`src/rtl/feedback_sequencer.sv`:
```
// LED colour + piezo tone sequencer driven by a 4-bit safe-state code.
// Optional LED dimming is built when FB_DIM_EN is defined.
module feedback_sequencer #(
  parameter int unsigned CW         = 4,
  parameter int unsigned BLINK_HALF = 500,
  parameter int unsigned BEEP_LEN   = 250,
  parameter int unsigned GAP_LEN    = 250,
  parameter int unsigned FAIL_BEEPS = 3,
  parameter int unsigned HI_HALF    = 1,
  parameter int unsigned LO_HALF    = 4,
  parameter int unsigned BRIGHT     = 16
) (
  input  logic            clk_1khz,
  input  logic            rst,
  input  logic [3:0]      state,
  output logic [3*CW-1:0] rgb_out,
  output logic            piezo_pwm,
  output logic            busy
);

  localparam logic [3:0] ST_SUCCESS    = 4'b0111;
  localparam logic [3:0] ST_FAIL       = 4'b1000;
  localparam logic [3:0] ST_DEACTIVATE = 4'b1001;
  localparam logic [3:0] ST_EMERGENCY  = 4'b1010;

  localparam int unsigned BLINK_W  = (BLINK_HALF > 1) ? $clog2(BLINK_HALF) : 1;
  localparam int unsigned BEAT_MAX = (BEEP_LEN > GAP_LEN) ? BEEP_LEN : GAP_LEN;
  localparam int unsigned BEAT_W   = (BEAT_MAX > 1) ? $clog2(BEAT_MAX) : 1;
  localparam int unsigned HALF_MAX = (HI_HALF > LO_HALF) ? HI_HALF : LO_HALF;
  localparam int unsigned TONE_W   = (HALF_MAX > 1) ? $clog2(HALF_MAX) : 1;
  localparam int unsigned BEEPS_W  = 4;

  // Elaboration-time range checks on the configuration
  if (FAIL_BEEPS < 1 || FAIL_BEEPS > 15) begin : g_bad_fail_beeps
    $error("feedback_sequencer: FAIL_BEEPS must be 1..15");
  end
  if (BRIGHT > 16) begin : g_bad_bright
    $error("feedback_sequencer: BRIGHT must be 0..16");
  end

  typedef enum logic [1:0] {
    PZ_IDLE  = 2'd0,
    PZ_TONE  = 2'd1,
    PZ_GAP   = 2'd2,
    PZ_ALARM = 2'd3
  } pz_state_t;

  pz_state_t            pz_state, pz_nxt;
  logic [3:0]           prev_state;
  logic [BLINK_W-1:0]   blink_cnt, blink_cnt_nxt;
  logic                 blink, blink_nxt;
  logic [BEAT_W-1:0]    beat_cnt, beat_nxt;
  logic [BEEPS_W-1:0]   beeps_left, beeps_nxt;
  logic                 tone_hi, tone_hi_nxt;
  logic [TONE_W-1:0]    tone_cnt, tone_cnt_nxt, half_m1;
  logic                 pwm_nxt;
  logic                 tone_clr;
  logic                 sound;
  logic                 entry_c;
  logic                 dim_off_c;
  logic [3*CW-1:0]      colour;
  logic [3*CW-1:0]      rgb_nxt;

  assign entry_c = (state != prev_state);

  // Blink timebase; restarts lit on alarm entry
  always_comb begin
    blink_cnt_nxt = blink_cnt + BLINK_W'(1);
    blink_nxt     = blink;
    if (blink_cnt == BLINK_W'(BLINK_HALF - 1)) begin
      blink_cnt_nxt = '0;
      blink_nxt     = ~blink;
    end
    if (entry_c && (state == ST_DEACTIVATE || state == ST_EMERGENCY)) begin
      blink_cnt_nxt = '0;
      blink_nxt     = 1'b1;
    end
  end

  // Piezo sequencer next state; an entry event overrides whatever is running
  always_comb begin
    pz_nxt      = pz_state;
    beat_nxt    = beat_cnt;
    beeps_nxt   = beeps_left;
    tone_hi_nxt = tone_hi;
    tone_clr    = 1'b0;
    if (entry_c) begin
      beat_nxt = '0;
      case (state)
        ST_SUCCESS: begin
          pz_nxt      = PZ_TONE;
          tone_hi_nxt = 1'b1;
          beeps_nxt   = BEEPS_W'(1);
          tone_clr    = 1'b1;
        end
        ST_FAIL: begin
          pz_nxt      = PZ_TONE;
          tone_hi_nxt = 1'b0;
          beeps_nxt   = BEEPS_W'(FAIL_BEEPS);
          tone_clr    = 1'b1;
        end
        ST_DEACTIVATE, ST_EMERGENCY: begin
          pz_nxt      = PZ_ALARM;
          tone_hi_nxt = 1'b0;
          beeps_nxt   = '0;
          tone_clr    = 1'b1;
        end
        default: begin
          pz_nxt    = PZ_IDLE;
          beeps_nxt = '0;
        end
      endcase
    end else begin
      case (pz_state)
        PZ_TONE: begin
          if (beat_cnt == BEAT_W'(BEEP_LEN - 1)) begin
            beat_nxt = '0;
            pz_nxt   = (beeps_left > BEEPS_W'(1)) ? PZ_GAP : PZ_IDLE;
          end else begin
            beat_nxt = beat_cnt + BEAT_W'(1);
          end
        end
        PZ_GAP: begin
          if (beat_cnt == BEAT_W'(GAP_LEN - 1)) begin
            beat_nxt  = '0;
            beeps_nxt = beeps_left - BEEPS_W'(1);
            pz_nxt    = PZ_TONE;
            tone_clr  = 1'b1;
          end else begin
            beat_nxt = beat_cnt + BEAT_W'(1);
          end
        end
        default: beat_nxt = '0;
      endcase
    end
  end

  // Square-wave generator; phase restarts on each beep and each alarm flash
  always_comb begin
    half_m1      = tone_hi_nxt ? TONE_W'(HI_HALF - 1) : TONE_W'(LO_HALF - 1);
    sound        = (pz_nxt == PZ_TONE) || ((pz_nxt == PZ_ALARM) && blink_nxt);
    tone_cnt_nxt = '0;
    pwm_nxt      = 1'b0;
    if (sound && !tone_clr && !(pz_state == PZ_ALARM && !blink && blink_nxt)) begin
      if (tone_cnt == half_m1) begin
        tone_cnt_nxt = '0;
        pwm_nxt      = ~piezo_pwm;
      end else begin
        tone_cnt_nxt = tone_cnt + TONE_W'(1);
        pwm_nxt      = piezo_pwm;
      end
    end
  end

  always_comb begin
    colour = '0;
    case (state)
      ST_SUCCESS:    colour = {{CW{1'b0}}, {CW{1'b1}}, {CW{1'b0}}};
      ST_FAIL:       colour = {{CW{1'b1}}, {CW{1'b0}}, {CW{1'b0}}};
      ST_EMERGENCY:  colour = blink_nxt ? {{CW{1'b1}}, {CW{1'b1}}, {CW{1'b0}}} : '0;
      ST_DEACTIVATE: colour = blink_nxt ? {{CW{1'b1}}, {CW{1'b0}}, {CW{1'b0}}} : '0;
      default:       colour = '0;
    endcase
    rgb_nxt = dim_off_c ? '0 : colour;
  end

`ifdef FB_DIM_EN
  logic [3:0] dim_cnt;

  // Free-running PWM phase for LED brightness
  always_ff @(posedge clk_1khz) begin
    if (rst) dim_cnt <= '0;
    else     dim_cnt <= dim_cnt + 4'd1;
  end

  assign dim_off_c = ({1'b0, dim_cnt} >= 5'(BRIGHT));
`else
  assign dim_off_c = 1'b0;
`endif

  always_ff @(posedge clk_1khz) begin
    if (rst) begin
      prev_state <= state;
      blink_cnt  <= '0;
      blink      <= 1'b0;
      pz_state   <= PZ_IDLE;
      beat_cnt   <= '0;
      beeps_left <= '0;
      tone_hi    <= 1'b0;
      tone_cnt   <= '0;
      piezo_pwm  <= 1'b0;
      busy       <= 1'b0;
      rgb_out    <= '0;
    end else begin
      prev_state <= state;
      blink_cnt  <= blink_cnt_nxt;
      blink      <= blink_nxt;
      pz_state   <= pz_nxt;
      beat_cnt   <= beat_nxt;
      beeps_left <= beeps_nxt;
      tone_hi    <= tone_hi_nxt;
      tone_cnt   <= tone_cnt_nxt;
      piezo_pwm  <= pwm_nxt;
      busy       <= (pz_nxt != PZ_IDLE);
      rgb_out    <= rgb_nxt;
    end
  end

endmodule
```
`config.mk`:
```
export PLATFORM = sky130hd
export DESIGN_NAME = feedback_sequencer
export DESIGN_NICKNAME = d
export VERILOG_FILES = /design/src/rtl/feedback_sequencer.sv
export SDC_FILE = /design/constraint.sdc
export NUM_CORES = 1
export LEC_CHECK = 0
export ABC_AREA = 1
export BUFFER_PORTS_ARGS = -buffer_cell sky130_fd_sc_hd__clkbuf_2
export CORE_ASPECT_RATIO = 0.8
export CORE_UTILIZATION = 54
export CTS_CLUSTER_DIAMETER = 150
export DETAILED_ROUTE_END_ITERATION = 10
export HOLD_SLACK_MARGIN = 0.1
export MAX_ROUTING_LAYER = met4
export PLACE_DENSITY = 0.74
export SLEW_MARGIN = 40
export SYNTH_ARGS = -nofsm -noshare
export SYNTH_HDL_FRONTEND = slang
export SYNTH_SLANG_ARGS = --single-unit
```
`constraint.sdc`:
```
create_clock -name clk_1khz -period 2.3 [get_ports clk_1khz]
set_input_delay 0.46 -clock clk_1khz [delete_from_list [all_inputs] [get_ports clk_1khz]]
set_output_delay 0.46 -clock clk_1khz [all_outputs]
set_load 0.02 [all_outputs]
```
==> out/qor.csv, run 1 <==
metric,value,unit
io_pins,20,
wl,2.84,mm
antenna_cells,0,
worst-path-buf-inv,0,
grt_pass1_vias,1141,
viasPerCell,4.57,
postCtsSetupRepairBufs,0,
reg2reg_to,tone_cnt[0]$_SDFF_PP0_,
antenna_found_initial,0,
holdWs,0.324,ns
async_flop_share,0,
power.leakage,0.887,nW
fin_tns_setup,0,ns
die_area,3550,sq um
dp_hpwl,2.21,mm
status,completed,
avgSynthCellArea,7.04,sq um
ant_nets,0,
synth_common_cells,"nand2_1 (62), inv_1 (38), dfxtp_1 (35), nor2_1 (35), a21oi_1 (13)",
initial_utilization,0.572,
grt_pass1_wl,4.74,mm
synthFlopType,dfxtp_1,
r2r_cells,10,
synth_seq_area_share,0.392,
yosys-top-cells-area,"dfxtp_1 (39%), nand2_1 (13%), inv_1 (8.0%)",
cp-startpoint,beat_cnt[0]$_SDFF_PP0_,
slowest_delay,0.38,ns
gr-total-overflow,0,
synth_cell_types,28,
p_total,1.18,mW
rows,18,
cts_tree,yes,
synth_top_area_frac,0.392,
portBuffers,15,
cts_resized,0,
gp_congestion,0.825,
htree_levels,2,
ir_drop,431,uV
period_needed,1.63,ns
path_common_cell,nor2_1,
skew,0.00780,ns
cp-start-kind,register,
arrival,1.81,ns
synth_warnings,0,
drc_errors,0,
hold_viol,0,
p_per_area,612,nW/um^2
cts_sinks,35,
syn2layout_area_growth,7.97,%
synth_area,1790,sq um
r2r-start,beat_cnt[0]$_SDFF_PP0_,
cts.path.max_buffers,2,
path_class,register to register,
ys_ff_latch,35,
synth.most_common_cell,nand2_1,
synthCells,254,
end_kind,register,
grt_use_total,0.189,
setup_viol,0,
finalMaxSlewViolations,0,
hp-class,primary input to register,
cts-root-buf,clkbuf_8,
cts_buffers,5,
fmax,0.615,GHz
core_region_area,3130,sq um
clk_pin_slew_worst_paths,0.07,ns
grt_max_degree,12,
die_w,66.4,microns
fillCellCount,295,
cp_slowest_cell,dfxtp_1,
drv_cap,0,
cp.depth,10,
crit_chain,ha_1 -> nand2_1 -> nor2_1 -> nand3_1 -> nor2_1 -> nor2_1 -> nand2_1 -> nor2_2 -> nand2_1 -> nor2_1,
num_vias,1413,
dieHeight,53.5,microns
hold_buffers,0,
r2r_slack,0.67,ns
drive_gt1_frac,0.145,
post-route-util,0.617,
clk_latency,0.29,ns
crit_family,simple AND/OR/NAND/NOR gates,
path_max_fanout,4,
seq_area,701,sq um
cp-endpoint,tone_cnt[0]$_SDFF_PP0_,
first_iter_violations,61,
drt_first_pass_iters,6,
multiInputGateArea,867,sq um
rsz0062_at_grt,no,
synth_edf_count,0,
worstPathRequired,2.48,ns
fin_crit_sh,0.707,
wl_per_cell,9.18,microns
synth_top_area_cell,dfxtp_1,
nets,282,
cell type report:
type                            instances  share of cell area
Timing Repair Buffer                   15              0.0389
Clock buffer                            6              0.0376
Inverter                               41              0.0797
Multi-Input combinational cell        170               0.449
Clock inverter                          2             0.00648
Sequential cell                        35               0.363
Tap cell                               40              0.0259
how the worst min path moves through the flow:
stage                                  startpoint                 endpoint  depth (start not counted)
after floorplan           blink_cnt[0]$_SDFF_PP0_  blink_cnt[0]$_SDFF_PP0_                          1
after global placement    blink_cnt[0]$_SDFF_PP0_  blink_cnt[0]$_SDFF_PP0_                          1
after detailed placement  blink_cnt[0]$_SDFF_PP0_  blink_cnt[0]$_SDFF_PP0_                          1
after CTS                                state[3]    prev_state[3]$_DFF_P_                          1
after global routing                     state[3]    prev_state[3]$_DFF_P_                          1
final                                    state[3]    prev_state[3]$_DFF_P_                          1
logic make-up (layout without fill, tap and decap cells):
logic type               Yosys count  count (layout)  share of synthesized area
other                              1               4                    0.00210
buffers and inverters             52              64                      0.130
flip-flops                        35              35                      0.392
XOR/XNOR                           6               6                     0.0294
AO/OA/AOI/OAI                     22              22                     0.0678
AND/OR/NAND/NOR                  130             130                      0.323
adder cells (fa/ha/maj)            8               8                     0.0559
placed cells by master, fill, tap and decap left out, types with 2 or more instances in the layout:
| cell | Yosys | final |
|---|---|---|
| o21ai_0 | 4 | 4 |
| nor2_1 | 35 | 35 |
| clkbuf_8 | 0 | 5 |
| or2_2 | 3 | 3 |
| clkbuf_2 | 0 | 15 |
| ha_1 | 8 | 8 |
| nor2_2 | 2 | 2 |
| a21oi_1 | 13 | 13 |
| nor3b_1 | 2 | 2 |
| nand3_2 | 2 | 2 |
| xor2_1 | 5 | 5 |
| nand2_1 | 62 | 62 |
| inv_1 | 38 | 38 |
| a31oi_1 | 2 | 2 |
| nand4_1 | 3 | 3 |
| nand3_1 | 11 | 11 |
| nand2_2 | 3 | 3 |
| dfxtp_1 | 35 | 35 |
| conb_1 | 1 | 4 |
| nor3_1 | 4 | 4 |
| inv_2 | 3 | 3 |
flip-flops by register name, indices dropped and copies added (netlist names):
| signal | count |
|---|---|
| blink | 1 |
| blink_cnt | 9 |
| pz_state | 2 |
| prev_state | 4 |
| beeps_left | 4 |
| busy | 1 |
| tone_hi | 1 |
| beat_cnt | 8 |
| piezo_pwm | 1 |
| rgb_out | 2 |
| tone_cnt | 2 |
where the power goes:
group          switching (mW)  internal, mW
combinational          0.0807        0.0383
clock                   0.218         0.211
sequential             0.0105         0.623
per-layer routing:
| metal | vias up | wire length, microns | track usage |
|---|---|---|---|
| met1 | 590 | 1620 | 0.258 |
| li1 | 799 | - | - |
| met4 | 0 | 61 | 0.106 |
| met3 | 8 | 88 | 0.0582 |
| met2 | 16 | 1070 | 0.241 |
| met5 | - | 0 | - |
stage by stage:
| stage | std cells | setup slack (ns) | area (sq um) |
|---|---|---|---|
| 2_1_floorplan | 257 | 0.881 | 1800 |
| 3_3_place_gp | 301 | 0.596 | 1850 |
| 3_5_place_dp | 301 | 0.580 | 1850 |
| 4_1_cts | 309 | 0.677 | 1930 |
| 5_1_grt | 309 | 0.494 | 1930 |
| 6_report | 309 | 0.675 | 1930 |
Power figures use the tool's default switching activity.
==> inputs of run 2 (changes only) <==
Clock period 2.3 ns to 1.66 ns, I/O delays scaled along.
==> run 2 against run 1 <==
  * Cell count up 1.3%
  * Sequential power is 38% higher
  * Critical path depth is 2 higher
  * Setup slack worse by 0.49 ns
  * Final area is 3.1% higher
  * Highest routed layer unchanged
  * Critical path type unchanged
  * Core utilization is 1.9 points higher
  * Routed wire length grew 3.5%
  * Combinational power increased by 44%
  * First-iteration DRC count shrank 4.9%
  * Non-clock buffer count rose by 4
==> out/qor.csv, run 2 (synthesized netlist as in run 1, its figures left out) <==
metric,value,unit,change
die_area,3550,sq um,unchanged
drc_errors,0,,unchanged
gp_congestion,0.823,,-0.22%
core_region_area,3130,sq um,unchanged
cts.path.max_buffers,2,,unchanged
worstPathRequired,1.88,ns,-0.60 ns
clk_latency,0.29,ns,about the same
reg.largest.list,"blink_cnt x9, beat_cnt x8",,
hold_viol,0,,unchanged
num_vias,1444,,+2.2%
crit_chain,inv_1 -> ha_1 -> nand2_1 -> nor2_2 -> nand2_2 -> o21ai_0 -> nand2_1 -> nand2_1 -> nand2_1 -> nand3_1 -> nand2_1 -> a21oi_2,,
end_kind,register,,
wl_per_cell,9.38,microns,+2.2%
min_delay_path_depth,1,,unchanged
viasPerCell,4.61,,+0.89%
hp-class,primary input to register,,
syn2layout_area_growth,11.3,%,
grt_use_total,0.196,,+0.00625
worst-path-buf-inv,1,,+1
io_pins,20,,unchanged
final_cell_mix,"nand2_1 (61), inv_1 (38), dfxtp_1 (33)",,
cts_buffers,5,,unchanged
nets,286,,+1.4%
dpl_cell_area,1880,sq um,+1.6%
skew,0.00457,ns,-0.00323 ns
status,completed,,
cts_sinks,35,,unchanged
ir_drop,610,uV,+42%
first_iter_violations,58,,-4.9%
design_area,1990,sq um,+3.1%
reg2reg_to,tone_cnt[1]$_SDFF_PP0_,,
regMostFlops,blink_cnt,,
dp_hpwl,2.16,mm,-2.1%
fmax,0.677,GHz,+10%
cp-start-kind,register,,
grt_pass1_wl,4.87,mm,+2.8%
worstHoldStart,state[3],,
finalMaxSlewViolations,0,,unchanged
r2r_cells,12,,+2
grt_pass1_vias,1172,,+2.7%
period_needed,1.48,ns,-0.149 ns
cts-root-buf,clkbuf_8,,
cts_tree,yes,,
hold_buffers,0,,unchanged
rows,18,,unchanged
drt_first_pass_iters,4,,-2
fillCellCount,297,,+0.68%
drv_cap,0,,unchanged
post-route-util,0.636,,+0.0192
initial_utilization,0.572,,unchanged
postCtsSetupRepairBufs,0,,unchanged
htree_levels,2,,unchanged
path_class,register to register,,
fin_crit_sh,0.890,,+0.183
slowest_delay,0.33,ns,-0.05 ns
antenna_cells,0,,unchanged
r2r_slack,0.18,ns,-0.49 ns
antenna_found_initial,0,,unchanged
cp_slowest_cell,dfxtp_2,,
drive_gt1_frac,0.183,,+0.0382
arrival,1.70,ns,-0.11 ns
final_common_cell,nand2_1,,
clk_pin_slew_worst_paths,0.07,ns,about the same
crit_family,simple AND/OR/NAND/NOR gates,,
ant_nets,0,,unchanged
wl,2.94,mm,+3.5%
path_max_fanout,4,,unchanged
power.leakage,0.918,nW,+3.5%
r2r-start,beat_cnt[1]$_SDFF_PP0_,,
setup_viol,0,,unchanged
largest_reg_flops,9,,unchanged
fin_tns_setup,0,ns,unchanged
holdPathEnd,prev_state[3]$_DFF_P_,,
p_per_area,865,nW/um^2,+41%
portBuffers,15,,unchanged
dieHeight,53.5,microns,unchanged
p_total,1.72,mW,+46%
grt_max_degree,11,,-1
gr-total-overflow,0,,unchanged
die_w,66.4,microns,unchanged
path_common_cell,nand2_1,,
run 2: cell count changes in the layout (fill, tap and decap cells not counted), sizes merged:
cell	delta
clkinv	-1
clkinvlp	-1
clkbuf	+2
buf	+4
run 2: how the worst max path moves through the flow:
stage | end | startpoint | cells past startpoint | slack [ns]
6_report | tone_cnt[1]$_SDFF_PP0_ | beat_cnt[1]$_SDFF_PP0_ | 12 | 0.18
3_3_place_gp | piezo_pwm$_SDFFE_PP0P_ | state[0] | 13 | 0.11
3_5_place_dp | tone_cnt[1]$_SDFF_PP0_ | state[0] | 13 | 0.09
5_1_grt | tone_cnt[1]$_SDFF_PP0_ | blink_cnt[1]$_SDFF_PP0_ | 11 | -0.006
4_1_cts | tone_cnt[1]$_SDFF_PP0_ | beat_cnt[1]$_SDFF_PP0_ | 13 | 0.1
2_1_floorplan | tone_cnt[1]$_SDFF_PP0_ | beat_cnt[1]$_SDFF_PP0_ | 13 | 0.31
run 2: timing repair:
action / in CTS / in global routing
resized for setup: 0 / 7
endpoints found under the hold margin: 0 / 0
setup endpoints to repair: 0 / 3
run 2: per-layer routing:
layer | up-vias | part of all wire | global-route usage
met4 | 0 | 0.016 | 0.0957
met1 | 616 | 0.56 | 0.253
met3 | 5 | 0.023 | 0.0647
met2 | 15 | 0.40 | 0.272
li1 | 808 | - | -
met5 | - | 0 | -
run 2: report_power, final:
group	internal, mW	switching (mW)	total (mW)
logic	0.0555	0.115	0.171
clock network	0.379	0.295	0.674
registers	0.864	0.0143	0.878
total	1.30	0.424	1.72
run 2: layout make-up:
cell class / count / area (sq um) / share of cell area
Clock buffer: 8 / 100 / 0.0503
Multi-Input combinational cell: 170 / 880 / 0.442
Sequential cell: 35 / 703 / 0.353
Tap cell: 40 / 50.0 / 0.0251
Inverter: 41 / 154 / 0.0773
Timing Repair Buffer: 19 / 105 / 0.0528
run 2: metrics by stage:
stage / std cells / hold slack [ns] / setup WS, ns
floorplan: 257 / 0.360 / 0.307
global placement: 305 / 0.430 / 0.113
detailed placement: 305 / 0.437 / 0.0859
CTS: 313 / 0.183 / 0.0965
global route: 313 / 0.191 / -0.00605
finish: 313 / 0.193 / 0.183
==> inputs of run 3 (changes only) <==
Settings changed: CORE_UTILIZATION 54 to 52, PLACE_DENSITY 0.74 to 0.73.
Clock period 1.66 ns to 1.2 ns, I/O delays scaled along.
==> run 3 against run 2 <==
  * The flow now finishes with violations (setup timing)
  * Largest power group unchanged
  * Non-clock buffer count is 45 higher
  * Routed wire length is 36% higher
  * Critical path type unchanged
  * Setup slack worse by 0.44 ns
  * Clock power is 22% higher
  * Maximum frequency is 1.4% higher
  * Critical endpoint unchanged
  * Clock-buffer cell count is 1 lower
  * Global-route usage is 3.8 points higher
  * Highest routed layer unchanged
==> out/qor.csv, run 3 (synthesized netlist as in run 1, its figures left out) <==
metric,value,unit,change
status,"finished, violations left",,
violations,setup timing,,
largest_reg_flops,9,,unchanged
p_comb_frac,0.148,,+0.049
drc_errors,0,,unchanged
gr-total-overflow,0,,unchanged
cts-root-buf,clkbuf_8,,
clk_pin_slew_worst_paths,0.07,ns,about the same
arrival,1.69,ns,about the same
drive_gt1_frac,0.469,,+0.285
syn2layout_area_growth,44.1,%,
fin_crit_sh,1.21,,+0.324
ir_drop,1200,uV,+97%
drt_first_pass_iters,4,,unchanged
drv_cap,0,,unchanged
path_class,register to register,,
antenna_cells,0,,unchanged
portBuffers,15,,unchanged
worstPathRequired,1.43,ns,-0.45 ns
ant_nets,0,,unchanged
worst_slack,-0.256,ns,-0.439 ns
nets,331,,+16%
cts_tree,yes,,
cts_buffers,5,,unchanged
power.leakage,1.19,nW,+29%
grt_max_degree,11,,unchanged
core_region_area,3180,sq um,+1.4%
die_w,67.6,microns,+1.8%
p_per_area,930,nW/um^2,+7.6%
p_clk_frac,0.343,,-0.048
grt_pass1_wl,5.96,mm,+22%
p_int,1.75,mW,+35%
first_iter_violations,49,,-16%
finalMaxSlewViolations,0,,unchanged
r2r_cells,12,,unchanged
dp_hpwl,2.59,mm,+20%
gp_congestion,0.858,,+4.3%
clk_latency,0.29,ns,about the same
regMostFlops,blink_cnt,,
final_cell_mix,"nand2_1 (42), buf_4 (42), inv_1 (31)",,
wl,4.00,mm,+36%
wl_per_cell,11.2,microns,+19%
num_vias,1725,,+19%
placed_cells,340,,+11%
skew,0.00547,ns,+0.000897 ns
hp-class,primary input to register,,
sw_frac_of_total,0.269,,+0.0229
min_delay_path_depth,1,,unchanged
place_ws,-0.249,ns,-0.335 ns
rows,18,,unchanged
instances_no_fill,358,,+14%
path_max_fanout,3,,-1
setup_viol,29,,+29
reg.largest.list,"blink_cnt x9, beat_cnt x8",,
viasPerCell,4.82,,+4.4%
cp-start-kind,register,,
p_seq_frac,0.508,,-0.002
rsz0062_at_grt,yes,,
fmax,0.687,GHz,+1.4%
antenna_found_initial,0,,unchanged
io_pins,20,,unchanged
period_needed,1.46,ns,-0.0207 ns
grt_use_total,0.234,,+0.0382
cts_sinks,35,,unchanged
p_sw,0.645,mW,+52%
initial_utilization,0.563,,-0.00811
die_area,3680,sq um,+3.7%
dieHeight,54.5,microns,+1.8%
htree_levels,2,,unchanged
cts.path.max_buffers,2,,unchanged
end_kind,register,,
grt_pass1_vias,1448,,+24%
hold_viol,0,,unchanged
==> run 3: changes by cell type in the layout (fill, tap and decap cells not counted), moves of 7 or more <==
cell | before | now
nor2_4 | 1 | 9
nor2_1 | 32 | 22
nand2_1 | 61 | 42
nand2_2 | 4 | 17
dfxtp_1 | 33 | 26
buf_4 | 4 | 42
inv_2 | 3 | 10
inv_1 | 38 | 31
==> run 3: power by group through the flow <==
stage	registers, mW	clock network (mW)	logic, mW
2_1_floorplan	1.25	0	0.194
3_3_place_gp	1.24	0	0.282
3_5_place_dp	1.24	0	0.287
4_1_cts	1.22	0.834	0.330
5_1_grt	1.22	0.875	0.395
6_report	1.22	0.823	0.355
==> run 3: per-layer routing <==
metal | vias up | share of wire | GRT usage
li1 | 894 | - | -
met1 | 790 | 0.47 | 0.265
met2 | 32 | 0.48 | 0.376
met3 | 9 | 0.037 | 0.0688
met4 | 0 | 0.017 | 0.121
met5 | - | 0 | -
==> run 3: what timing repair did <==
item / in CTS / in global routing
setup buffers: 7 / 3
endpoints found under the setup margin: 29 / 30
hold buffers: 2 / 0
pin swaps: 31 / 17
hold endpoints to repair: 2 / 0
cloned: 0 / 0
gates resized for setup: 46 / 26
==> run 3: final cells by class <==
cell class              count  area [sq um]
multi-input cells         170          1110
flip-flops and latches     35           714
fillers                   227           598
repair buffers             64           467
inverters                  41           154
clock buffers               7          76.3
well taps                  40          50.0
clock inverters             1          5.00
==> run 3: stage by stage <==
step	total power [mW]	setup TNS (ns)	hold slack, ns	area [sq um]	utilization
4_1_cts	2.38	-3.27	0.104	2490	0.785
5_1_grt	2.49	-6.85	0.111	2580	0.812
3_5_place_dp	1.53	-4.80	0.391	2200	0.693
6_report	2.40	-4.14	0.110	2580	0.812
3_3_place_gp	1.52	-3.77	0.385	2200	0.693
2_1_floorplan	1.44	-0.411	0.268	1860	-
==> run 3: final timing paths <==
check / start / end / slack (ns)
setup / recovery: beat_cnt[1]$_SDFF_PP0_ / tone_cnt[1]$_SDFF_PP0_ / -0.26
hold / removal: state[0] / prev_state[0]$_DFF_P_ / 0.11
setup reg to reg: beat_cnt[1]$_SDFF_PP0_ / tone_cnt[1]$_SDFF_PP0_ / -0.26
hold reg to reg: tone_cnt[1]$_SDFF_PP0_ / tone_cnt[1]$_SDFF_PP0_ / 0.50
==> run 3: worst max-delay path: stages, from the launching register on <==
cell,delay (ns)
dfxtp_2,0.32
inv_2,0.06
ha_4,0.13
nand2_4,0.05
nor2_4,0.17
nand3_2,0.09
nand2_2,0.08
nand2_1,0.07
nand2_2,0.08
nand2_2,0.07
nor2_2,0.11
nand2_2,0.08
a21oi_2,0.09
